[src/rtl/banco_registradores_param_pkg.sv]
// Shared definitions for the register bank: FSM state encoding and default sizes.
package banco_registradores_param_pkg;

  localparam int SIZE_DEF  = 8;
  localparam int ADDRW_DEF = 2;

  typedef enum logic {
    ST_IDLE  = 1'b0,
    ST_SWEEP = 1'b1
  } state_e;

endpackage

[src/rtl/banco_sweep_ctrl.sv]
// Clear-sweep sequencer: two-state FSM, sweep index, registered busy, and IDLE gating of we/rsv.
module banco_sweep_ctrl
  import banco_registradores_param_pkg::*;
#(
  parameter int AddrW = ADDRW_DEF
) (
  input  logic             clk,
  input  logic             clr_n,
  input  logic             we,
  input  logic             rsv,
  input  logic             clr_req,
  output logic             we_en,
  output logic             rsv_en,
  output logic [AddrW-1:0] sweep_idx,
  output logic             busy,
  output state_e           state_o
);

  localparam logic [AddrW-1:0] LAST_IDX = '1;

  state_e           state_q, state_d;
  logic [AddrW-1:0] idx_q, idx_d;
  logic             busy_q, busy_d;

  always_ff @(posedge clk or negedge clr_n) begin
    if (!clr_n) begin
      state_q <= ST_IDLE;
      idx_q   <= '0;
      busy_q  <= 1'b0;
    end else begin
      state_q <= state_d;
      idx_q   <= idx_d;
      busy_q  <= busy_d;
    end
  end

  always_comb begin
    state_d = state_q;
    idx_d   = idx_q;
    busy_d  = busy_q;
    we_en   = 1'b0;
    rsv_en  = 1'b0;
    case (state_q)
      ST_IDLE: begin
        we_en  = we;
        rsv_en = rsv;
        if (clr_req) begin
          state_d = ST_SWEEP;
          idx_d   = '0;
          busy_d  = 1'b1;
        end
      end
      ST_SWEEP: begin
        // idx wraps back to 0 on the final step, so no terminal state is needed.
        idx_d = idx_q + 1'b1;
        if (idx_q == LAST_IDX) begin
          state_d = ST_IDLE;
          busy_d  = 1'b0;
        end
      end
      default: begin
        state_d = ST_IDLE;
        busy_d  = 1'b0;
      end
    endcase
  end

  assign sweep_idx = idx_q;
  assign busy      = busy_q;
  assign state_o   = state_q;

endmodule

[src/rtl/banco_registradores_param.sv]
// Register bank with per-entry pending bits and a sequenced clear sweep.
// Optional same-cycle write bypass on the read ports: BANCO_WRITE_BYPASS_EN.
module banco_registradores_param
  import banco_registradores_param_pkg::*;
#(
  parameter int Size  = SIZE_DEF,
  parameter int AddrW = ADDRW_DEF
) (
  input  logic             clk,
  input  logic             clr_n,
  input  logic             we,
  input  logic [AddrW-1:0] wa,
  input  logic [Size-1:0]  wd,
  input  logic             rsv,
  input  logic [AddrW-1:0] rsv_a,
  input  logic             clr_req,
  input  logic [AddrW-1:0] a1,
  input  logic [AddrW-1:0] a2,
  output logic [Size-1:0]  rd1,
  output logic [Size-1:0]  rd2,
  output logic             pend1,
  output logic             pend2,
  output logic             busy
);

  localparam int Depth = 2 ** AddrW;

  logic [Size-1:0]  mem_q [Depth];
  logic [Size-1:0]  mem_d [Depth];
  logic [Depth-1:0] pend_q, pend_d;

  logic             we_en, rsv_en, sweep_en;
  logic [AddrW-1:0] sweep_idx;
  state_e           state_dbg;

  banco_sweep_ctrl #(.AddrW(AddrW)) u_ctrl (
    .clk       (clk),
    .clr_n     (clr_n),
    .we        (we),
    .rsv       (rsv),
    .clr_req   (clr_req),
    .we_en     (we_en),
    .rsv_en    (rsv_en),
    .sweep_idx (sweep_idx),
    .busy      (busy),
    .state_o   (state_dbg)
  );

  assign sweep_en = (state_dbg == ST_SWEEP);

  always_ff @(posedge clk or negedge clr_n) begin
    if (!clr_n) begin
      for (int i = 0; i < Depth; i++) mem_q[i] <= '0;
      pend_q <= '0;
    end else begin
      for (int i = 0; i < Depth; i++) mem_q[i] <= mem_d[i];
      pend_q <= pend_d;
    end
  end

  always_comb begin
    for (int i = 0; i < Depth; i++) mem_d[i] = mem_q[i];
    pend_d = pend_q;
    if (sweep_en) begin
      mem_d[sweep_idx]  = '0;
      pend_d[sweep_idx] = 1'b0;
    end else begin
      if (we_en) begin
        mem_d[wa]  = wd;
        pend_d[wa] = 1'b0;
      end
      // Reserve is applied after the write release so it wins on an address clash.
      if (rsv_en) pend_d[rsv_a] = 1'b1;
    end
  end

  always_comb begin
    rd1   = mem_q[a1];
    rd2   = mem_q[a2];
    pend1 = pend_q[a1];
    pend2 = pend_q[a2];
`ifdef BANCO_WRITE_BYPASS_EN
    // we_en is already gated off during a sweep, so bypass never fires while busy.
    if (we_en && (a1 == wa)) begin
      rd1   = wd;
      pend1 = rsv_en && (rsv_a == wa);
    end
    if (we_en && (a2 == wa)) begin
      rd2   = wd;
      pend2 = rsv_en && (rsv_a == wa);
    end
`endif
  end

endmodule

[config.mk]
export PLATFORM = sky130hd
export DESIGN_NAME = banco_registradores_param
export DESIGN_NICKNAME = d
export VERILOG_FILES = /design/src/rtl/banco_registradores_param_pkg.sv /design/src/rtl/banco_sweep_ctrl.sv /design/src/rtl/banco_registradores_param.sv
export SDC_FILE = /design/constraint.sdc
export NUM_CORES = 1
export LEC_CHECK = 0
export ABC_AREA = 0
export CORE_MARGIN = 10
export CORE_UTILIZATION = 65
export CTS_BUF_LIST = sky130_fd_sc_hd__clkbuf_4 sky130_fd_sc_hd__clkbuf_8
export DETAILED_ROUTE_END_ITERATION = 10
export DONT_BUFFER_PORTS = 1
export PLACE_DENSITY = 0.88
export SLEW_MARGIN = 20
export SYNTH_ARGS = -nofsm -noshare
export SYNTH_HDL_FRONTEND = slang
export SYNTH_SLANG_ARGS = --single-unit
[constraint.sdc]
create_clock -name clk -period 3.6 [get_ports clk]
set_clock_uncertainty 0.2 [all_clocks]
set_input_delay 0.72 -clock clk [delete_from_list [all_inputs] [get_ports clk]]
set_output_delay 0.72 -clock clk [all_outputs]
set_load 0.03 [all_outputs]
==> results of run 1 <==
==> cell type report <==
cell class                 count  area, sq um
multi-input combinational    149         1090
fill                         249         1020
sequential                    40         1000
tap                           46         57.6
clock inverter                 3         42.5
clock buffer                   5         37.5
inverter                       9         33.8
timing repair buffer           2         30.0
==> metal layers <==
metal,wire (um),global-route usage [%],vias to the layer above
met2,2660,30.3,60
met3,487,7.40,8
met4,107,7.89,0
met1,1790,18.4,797
met5,0,0,-
li1,-,-,723
==> cell usage after synthesis <==
| library cell | number |
|---|---|
| buf_2 | 7 |
| clkbuf_1 | 1 |
| a21o_4 | 1 |
| and2_1 | 4 |
| and3b_1 | 1 |
| mux2i_1 | 1 |
| buf_6 | 3 |
| a21oi_1 | 8 |
| o31ai_1 | 1 |
| and4bb_2 | 2 |
| nand2_1 | 60 |
| ha_1 | 4 |
| o21ai_0 | 25 |
| nor4b_4 | 1 |
| and4b_1 | 1 |
| o22ai_1 | 3 |
| buf_4 | 1 |
| nor2_1 | 10 |
| nor3b_1 | 1 |
| nand3b_1 | 1 |
| o21a_1 | 1 |
| buf_1 | 1 |
| o21ai_1 | 3 |
| mux4_2 | 18 |
| dfrtp_1 | 40 |
| o2bb2ai_1 | 1 |
| a21o_1 | 1 |
| inv_1 | 9 |
| nor3_1 | 1 |
==> logic make-up (layout without fill, tap and decap cells) <==
group	Yosys count	count (layout)
simple gates	82	82
compound gates	44	44
flops	40	40
buf+inv	22	19
mux	19	19
fa+ha+maj	4	4
==> worst reg2reg max path, stage by stage (launching register included) <==
cell and delay (ns):
dfrtp_1 0.63, nor4b_4 0.78, o21ai_0 0.25
==> state kept, by name (all words and copies together), names as in the netlist <==
| register | cells |
|---|---|
| u_ctrl.sweep_idx | 2 |
| u_ctrl.state_o | 1 |
| pend_q | 4 |
| mem_q | 32 |
| u_ctrl.busy | 1 |
==> through the flow <==
stage	hold slack (ns)	instance area (sq um)	setup slack (ns)	instances
2_1_floorplan	0.224	2200	1.08	211
3_3_place_gp	0.226	2180	1.36	244
3_5_place_dp	0.226	2180	1.36	244
4_1_cts	0.233	2290	1.29	254
5_1_grt	0.237	2290	1.25	254
6_report	0.245	2290	1.29	254
==> how the worst max path moves through the flow <==
stage	slack, ns	start	end
after floorplan	1.08	a1[0]	pend1
after global placement	1.36	a2[0]	pend2
after detailed placement	1.36	a2[0]	rd2[5]
after CTS	1.29	mem_q[5]$_DFFE_PN0P_	rd2[5]
after global routing	1.25	mem_q[5]$_DFFE_PN0P_	rd2[5]
final	1.29	mem_q[5]$_DFFE_PN0P_	rd2[5]
==> power breakdown <==
group | internal, mW | switching (mW)
Clock | 0.145 | 0.149
Sequential | 0.586 | 0.142
Combinational | 0.213 | 0.349
Total | 0.944 | 0.640
==> repair_timing <==
item,CTS,global route
endpoints found under the hold margin,40,0
hold buffers,2,0
endpoints found under the setup margin,0,0
==> flow_summary_export.csv, run 1 <==
group,metric,value,unit
run_status,outcome,"finished, final reports clean",
global_route,grt_antenna_before_repair,0,
timing,clock.fmax,434,MHz
detailed_routing,routed-via-count,1588,
finish,area_growth_syn_to_layout,3.80,%
timing,tightest_slew,0.804,ns
cts,cts.sinks,40,
hold_path,hold_start,"clr_req",
detailed_routing,avgViaCountPerCell,6.25,
worst_setup_path,path_class,"flop to output port",
timing,final.setup.tns,0,ns
worst_setup_path,slowest_delay,0.60,ns
logic_synthesis,synthSimpleGateAreaFrac,17.0,%
detailed_routing,drc,0,
die,die_area,6120,sq um
logic_synthesis,syn-instance-count,211,
hold_path,min_to,"u_ctrl.sweep_idx[1]$_DFFE_PN0P_",
logic_synthesis,yosys.area_share.xor_xnor,0,%
cts,clkLatencyLatePin,0.35,ns
die,start_util,66.6,%
global_route,grt_usage,17.6,%
place,io_buffers,0,
worst_setup_path,worstPathRequired,2.68,ns
place,place_hpwl,3600,um
worst_setup_path,path_cells,"mux4_2",
finish,layout_common_cells,"nand2_1, dfrtp_1, o21ai_0",
timing,slew_headroom,46.2,%
worst_setup_path,path_max_fanout,3,
worst_setup_path,r2r_slack,1.60,ns
global_route,overflow,0,
die,die_y,78.2,um
cts,cts_tree,"yes",
finish,layout_commonest_cell,"nand2_1",
die,io_pins,40,
worst_setup_path,ff2ff_path_depth,2,
worst_setup_path,end_kind,"output port",
global_route,grt_pass1_vias,1686,
logic_synthesis,syn_nets,236,
die,core,3310,sq um
logic_synthesis,synth_seq_cells,40,
timing,final-hold-violation-count,0,
power_and_ir_drop,fin_total_pwr,1.58,mW
detailed_routing,wl,5050,um
detailed_routing,first_iter_violations,208,
logic_synthesis,yosysSeqAreaShare,45.4,%
worst_setup_path,r2r-start,"u_ctrl.state_o$_DFF_PN0_",
timing,finalCritPeriodShare,64.0,%
detailed_routing,ant_nets,0,
cts,cts_setup_buffers,0,
power_and_ir_drop,ir_drop,0.000541,V
logic_synthesis,ys_top_cells_by_area,"dfrtp_1, mux4_2, nand2_1",
worst_setup_path,cp_slowest_cell,"mux4_2",
logic_synthesis,synth_top_family_by_area,"multiplexers",
flow_run,maxCapViolations,0,
cts,clock_path_buffers,2,
timing,period_minus_slack,2.31,ns
timing,finalMaxSlewViolations,0,
logic_synthesis,ys_types,29,
logic_synthesis,synth_top_area_cell,"dfrtp_1",
timing,setup_viol,0,
worst_setup_path,crit_buf_inv,0,
hold_path,worst_hold_path_type,"primary input to flop",
logic_synthesis,syn_area_per_cell,10.4,sq um
cts,path_clk_slew,0.12,ns
power_and_ir_drop,power.leakage,0.971,nW
worst_setup_path,path_depth,1,
global_route,grt_max_degree,41,
worst_setup_path,crit_family,"multiplexers",
finish,nNetsFinal,232,
detailed_routing,wl_per_cell,19.9,um
global_route,grt_pass1_wl,8360,um
logic_synthesis,ys_warn_count,0,
logic_synthesis,synth_top_area_share,45.4,%
hold_path,whs_path_depth,1,
logic_synthesis,synth_compound_area_share,11.1,%
worst_setup_path,critical_path_arrival,1.39,ns
die,row_count,21,
logic_synthesis,synthAdderAreaFrac,2.27,%
cts,cts_buffers,5,
detailed_routing,dr.pass1.iters,4,
logic_synthesis,synthesis.area,2200,sq um
finish,layout-drive-gt1-share,14.9,%
worst_setup_path,r2r-end,"mem_q[25]$_DFFE_PN0P_",
worst_setup_path,startpoint_type,"flop",
cts,ctsResizeCount,0,
power_and_ir_drop,pwr_density_cell,692,nW/um^2
timing,rsz0062_at_grt,"false",
die,die_w,78.2,um
cts,cts.htree.levels,2,
logic_synthesis,synth_mux_area_share,18.8,%
cts,cts_root_buf,"clkbuf_4",
place,gp_congestion,0.825,
finish,n_antenna_cell,0,
finish,fin_util,69.1,%
(Power assumes the default switching activity.)
==> run 2, diff against run 1 <==
- clock period: 3.6 -> 2.3 ns (I/O delays scaled with it)
==> flow_summary_export.csv, run 2 (synthesized netlist as in run 1, its figures left out) <==
group,metric,value,unit
worst_setup_path,crit_path_end,"rd2[5]",
timing,worst_slack,0.225,ns
worst_setup_path,critical_path_arrival,1.41,ns
worst_setup_path,path_max_fanout,3,
worst_setup_path,cp-startpoint,"mem_q[5]$_DFFE_PN0P_",
power_and_ir_drop,ir_drop,0.000589,V
timing,finalCritPeriodShare,90.2,%
cts,clock_path_buffers,2,
global_route,grt_max_degree,41,
power_and_ir_drop,pwr_density_cell,1030,nW/um^2
cts,cts_buffers,5,
cts,cts.sinks,40,
detailed_routing,wl,5380,um
finish,layout_common_cells,"nand2_1, dfrtp_1, o21ai_0",
finish,top_register,"mem_q",
cts,cts_root_buf,"clkbuf_4",
die,core,3310,sq um
place,pre_cts_ws,0.572,ns
worst_setup_path,path_class,"flop to output port",
finish,fin_util,71.6,%
worst_setup_path,path_cells,"mux4_2",
finish,layout-drive-gt1-share,15.1,%
worst_setup_path,cp_slowest_cell,"mux4_2",
worst_setup_path,ff2ff_path_depth,4,
detailed_routing,drc,0,
worst_setup_path,end_kind,"output port",
detailed_routing,avgViaCountPerCell,6.24,
finish,nNetsFinal,242,
worst_setup_path,crit_family,"multiplexers",
worst_setup_path,r2r_slack,0.52,ns
die,die_w,78.2,um
die,row_count,21,
global_route,grt_pass1_wl,8420,um
timing,finalMaxSlewViolations,0,
hold_path,worst_hold_path_type,"primary input to flop",
finish,n_antenna_cell,0,
global_route,grt_usage,17.6,%
place,place_hpwl,3610,um
cts,clkLatencyLatePin,0.36,ns
timing,slew_headroom,64.5,%
timing,setup_viol,0,
worst_setup_path,path_depth,1,
detailed_routing,first_iter_violations,190,
timing,rsz0062_at_grt,"false",
die,die_area,6120,sq um
global_route,grt_util_met3,7.18,%
timing,clock.fmax,482,MHz
finish,fill_cells,236,
detailed_routing,dr.pass1.iters,4,
cts,cts_setup_buffers,0,
global_route,gr-usage-met2,29.4,%
worst_setup_path,worstPathRequired,1.64,ns
die,die_y,78.2,um
place,gp_congestion,0.824,
flow_run,maxCapViolations,0,
global_route,busiest_layer,"met2",
worst_setup_path,crit_buf_inv,0,
detailed_routing,routed-via-count,1647,
timing,tightest_slew,0.530,ns
run_status,outcome,"finished, final reports clean",
global_route,grt_use_met1,19.2,%
cts,cts.htree.levels,2,
detailed_routing,wl_per_cell,20.4,um
finish,layout_commonest_cell,"nand2_1",
cts,cts_tree,"yes",
global_route,grt_pass1_vias,1675,
global_route,grt_antenna_before_repair,0,
worst_setup_path,r2r-start,"u_ctrl.state_o$_DFF_PN0_",
power_and_ir_drop,fin_total_pwr,2.45,mW
timing,period_minus_slack,2.07,ns
worst_setup_path,slowest_delay,0.61,ns
hold_path,whs_path_depth,2,
global_route,overflow,0,
place,io_buffers,0,
detailed_routing,ant_nets,0,
cts,path_clk_slew,0.13,ns
finish,largest_reg_flops,32,
timing,final.setup.tns,0,ns
power_and_ir_drop,power.leakage,1.01,nW
die,io_pins,40,
worst_setup_path,startpoint_type,"flop",
die,start_util,66.6,%
worst_setup_path,r2r-end,"mem_q[25]$_DFFE_PN0P_",
timing,final-hold-violation-count,0,
finish,area_growth_syn_to_layout,7.49,%
## run 2: final cells by class
type | instances | area, sq um | area share [%]
inverter | 9 | 33.8 | 1.43
clock buffer | 7 | 58.8 | 2.48
sequential | 40 | 1000 | 42.2
clock inverter | 1 | 7.51 | 0.317
timing repair buffer | 12 | 125 | 5.28
tap | 46 | 57.6 | 2.43
multi-input combinational | 149 | 1090 | 45.8
## run 2: stage by stage
stage / std cells / cell area [sq um] / hold slack, ns
after floorplan: 211 / 2200 / -0.0356
after global placement: 246 / 2190 / -0.0342
after detailed placement: 246 / 2190 / -0.0342
after CTS: 261 / 2340 / 0.000101
after global routing: 264 / 2370 / 0.00254
final: 264 / 2370 / 0.00359
## run 2: how the worst min path moves through the flow
stage	startpoint	endpoint	slack [ns]
after global routing	wd[6]	mem_q[14]$_DFFE_PN0P_	0.003
after floorplan	clr_n	mem_q[0]$_DFFE_PN0P_	-0.04
final	wd[0]	mem_q[16]$_DFFE_PN0P_	0.004
after global placement	clr_n	u_ctrl.sweep_idx[0]$_DFFE_PN0P_	-0.03
after CTS	wd[0]	mem_q[16]$_DFFE_PN0P_	0.0001
after detailed placement	clr_n	u_ctrl.sweep_idx[0]$_DFFE_PN0P_	-0.03
## run 2: routing by layer
layer | wire length (um) | vias up
met4 | 190 | 0
met2 | 2730 | 73
met3 | 519 | 22
met5 | 0 | -
met1 | 1930 | 806
li1 | - | 746
## run 2: power by group
| group | internal [mW] | switching, mW | total [mW] | leakage, nW |
|---|---|---|---|---|
| Clock | 0.162 | 0.240 | 0.402 | 0.0349 |
| Sequential | 0.918 | 0.212 | 1.13 | 0.535 |
| Combinational | 0.351 | 0.566 | 0.917 | 0.438 |
| Total | 1.43 | 1.02 | 2.45 | 1.01 |
## run 2: repair_timing
action | in CTS | in global routing
resized for setup | 0 | 0
endpoints found under the setup margin | 0 | 0
hold buffers | 7 | 3
hold endpoints to repair | 47 | 3
==> run 3, diff against run 2 <==
- CELL_PAD_IN_SITES_DETAIL_PLACEMENT: unset -> 1
- CELL_PAD_IN_SITES_GLOBAL_PLACEMENT: unset -> 2
- CORE_UTILIZATION: 65 -> 42
- PLACE_DENSITY: 0.88 -> 0.89
==> flow_summary_export.csv, run 3 (synthesized netlist as in run 1, its figures left out) <==
group,metric,value,unit
power_and_ir_drop,power_frac_clock,22.6,%
global_route,grt_antenna_before_repair,0,
cts,path_clk_slew,0.08,ns
finish,layout_common_cells,"nand2_1, dfrtp_1, o21ai_0",
cts,cts.sinks,40,
cts,cts.htree.levels,2,
die,die_area,8550,sq um
place,gp_congestion,0.727,
worst_setup_path,r2r-start,"u_ctrl.state_o$_DFF_PN0_",
power_and_ir_drop,p_seq_share,42.6,%
cts,clock_path_buffers,2,
detailed_routing,first_iter_violations,99,
timing,setup_viol,0,
flow_run,maxCapViolations,0,
worst_setup_path,cp_slowest_cell,"mux4_2",
finish,fill_cells,583,
global_route,grt_pass1_wl,9540,um
die,die_w,92.5,um
die,core,5110,sq um
power_and_ir_drop,p_comb_share,34.9,%
power_and_ir_drop,swShare,39.4,%
worst_setup_path,r2r_slack,0.57,ns
timing,clock.fmax,510,MHz
worst_setup_path,slowest_delay,0.60,ns
global_route,grt_pass1_vias,1737,
die,row_count,26,
run_status,outcome,"finished, final reports clean",
cts,cts_setup_buffers,0,
global_route,overflow,0,
power_and_ir_drop,switching_power,1.04,mW
worst_setup_path,cp-startpoint,"mem_q[3]$_DFFE_PN0P_",
worst_setup_path,path_class,"flop to output port",
place,placedCellCount,270,
worst_setup_path,critical_path_arrival,1.30,ns
global_route,grt_usage,14.5,%
detailed_routing,wl,5670,um
detailed_routing,dr.pass1.iters,6,
timing,final-hold-violation-count,0,
timing,finalCritPeriodShare,85.3,%
cts,cts_root_buf,"clkbuf_8",
timing,slew_headroom,68.6,%
worst_setup_path,ff2ff_path_depth,3,
worst_setup_path,crit_family,"multiplexers",
worst_setup_path,path_cells,"mux4_2",
power_and_ir_drop,pwr_density_cell,1110,nW/um^2
timing,final.setup.tns,0,ns
finish,layout_commonest_cell,"nand2_1",
power_and_ir_drop,power.leakage,0.998,nW
finish,n_antenna_cell,0,
worst_setup_path,worstPathRequired,1.64,ns
die,die_y,92.5,um
finish,largest_reg_flops,32,
finish,nNetsFinal,234,
finish,final-seq-area,1000,sq um
hold_path,worst_hold_path_type,"primary input to flop",
timing,rsz0062_at_grt,"false",
detailed_routing,top_layer_used,"met4",
place,place_hpwl,4010,um
finish,final_cells,280,
detailed_routing,dr_wl_met3,400,um
power_and_ir_drop,ir_drop,0.000467,V
die,start_util,43.2,%
detailed_routing,ant_nets,0,
timing,tightest_slew,0.469,ns
detailed_routing,wl_per_cell,20.2,um
cts,cts_tree,"yes",
worst_setup_path,end_kind,"output port",
finish,top_register,"mem_q",
worst_setup_path,r2r-end,"pend_q[1]$_DFF_PN0_",
die,io_pins,40,
power_and_ir_drop,p_int,1.60,mW
cts,clkLatencyLatePin,0.30,ns
worst_setup_path,crit_path_end,"rd1[3]",
detailed_routing,met2WireLength,2780,um
hold_path,whs_path_depth,1,
finish,area_growth_syn_to_layout,7.26,%
finish,multi_input_area,1090,sq um
detailed_routing,avgViaCountPerCell,5.69,
cts,cts_buffers,5,
worst_setup_path,path_max_fanout,3,
detailed_routing,drc,0,
detailed_routing,routed-via-count,1592,
worst_setup_path,path_depth,1,
timing,finalMaxSlewViolations,0,
detailed_routing,route.layer.met1.wl,2420,um
worst_setup_path,crit_buf_inv,0,
finish,layout-drive-gt1-share,15.7,%
timing,period_minus_slack,1.96,ns
place,io_buffers,0,
hold_path,hold_start,"clr_req",
worst_setup_path,startpoint_type,"flop",
global_route,grt_max_degree,41,
## run 3: cell count changes in the layout (fill, tap and decap cells not counted), sizes merged
cell,delta
bufinv,+1
clkbuf,-1
clkinv,+1
clkinvlp,-1
dlygate4sd3,-8
## run 3: worst min path at each step
stage	slack, ns	to
finish	0.05	u_ctrl.sweep_idx[1]$_DFFE_PN0P_
global route	0.05	u_ctrl.sweep_idx[1]$_DFFE_PN0P_
CTS	0.04	u_ctrl.sweep_idx[1]$_DFFE_PN0P_
detailed placement	-0.03	pend_q[2]$_DFF_PN0_
global placement	-0.03	u_ctrl.sweep_idx[0]$_DFFE_PN0P_
floorplan	-0.04	mem_q[0]$_DFFE_PN0P_
## run 3: worst register-to-register path, delay by kind of cell (launching register included)
kind	cells	cell delay, ns
DFF	1	0.52
and+or+nand+nor	2	0.78
AOI/OAI and AO/OA	1	0.13
## run 3: what timing repair did
item	4_1_cts	5_1_grt
hold endpoints to repair	40	0
hold buffers	2	0
resized for setup	0	0
## run 3: power by group through the flow
| stage | Combinational, mW | Sequential, mW | Clock, mW |
|---|---|---|---|
| final | 0.918 | 1.12 | 0.594 |
| after global routing | 1.03 | 1.16 | 0.642 |
| after CTS | 0.936 | 1.12 | 0.602 |
| after detailed placement | 0.916 | 1.14 | 0 |
| after global placement | 0.885 | 1.12 | 0 |
| after floorplan | 0.797 | 1.06 | 0 |
## run 3: final cells by class
cell class                      count  share of cell area (%)
Clock inverter                      2                    1.48
Multi-Input combinational cell    149                    45.9
Clock buffer                        6                    3.23
Sequential cell                    40                    42.3
Inverter                            9                    1.43
Tap cell                           70                    3.70
Timing Repair Buffer                4                    1.90
## run 3: metal layers
layer / up-vias / track usage (%)
li1: 730 / -
met1: 823 / 17.0
met2: 35 / 23.8
met3: 4 / 5.65
met4: 0 / 4.63
met5: - / 0
## run 3: through the flow
stage | worst slack [ns] | utilization [%] | hold slack (ns) | power, mW | cell area (sq um)
after floorplan | 0.302 | - | -0.0356 | 1.86 | 2200
after global placement | 0.582 | 43.5 | -0.0341 | 2.01 | 2220
after detailed placement | 0.564 | 43.5 | -0.0341 | 2.05 | 2220
after CTS | 0.324 | 46.3 | 0.0415 | 2.66 | 2360
after global routing | 0.286 | 46.3 | 0.0471 | 2.83 | 2360
final | 0.339 | 46.3 | 0.0450 | 2.63 | 2360
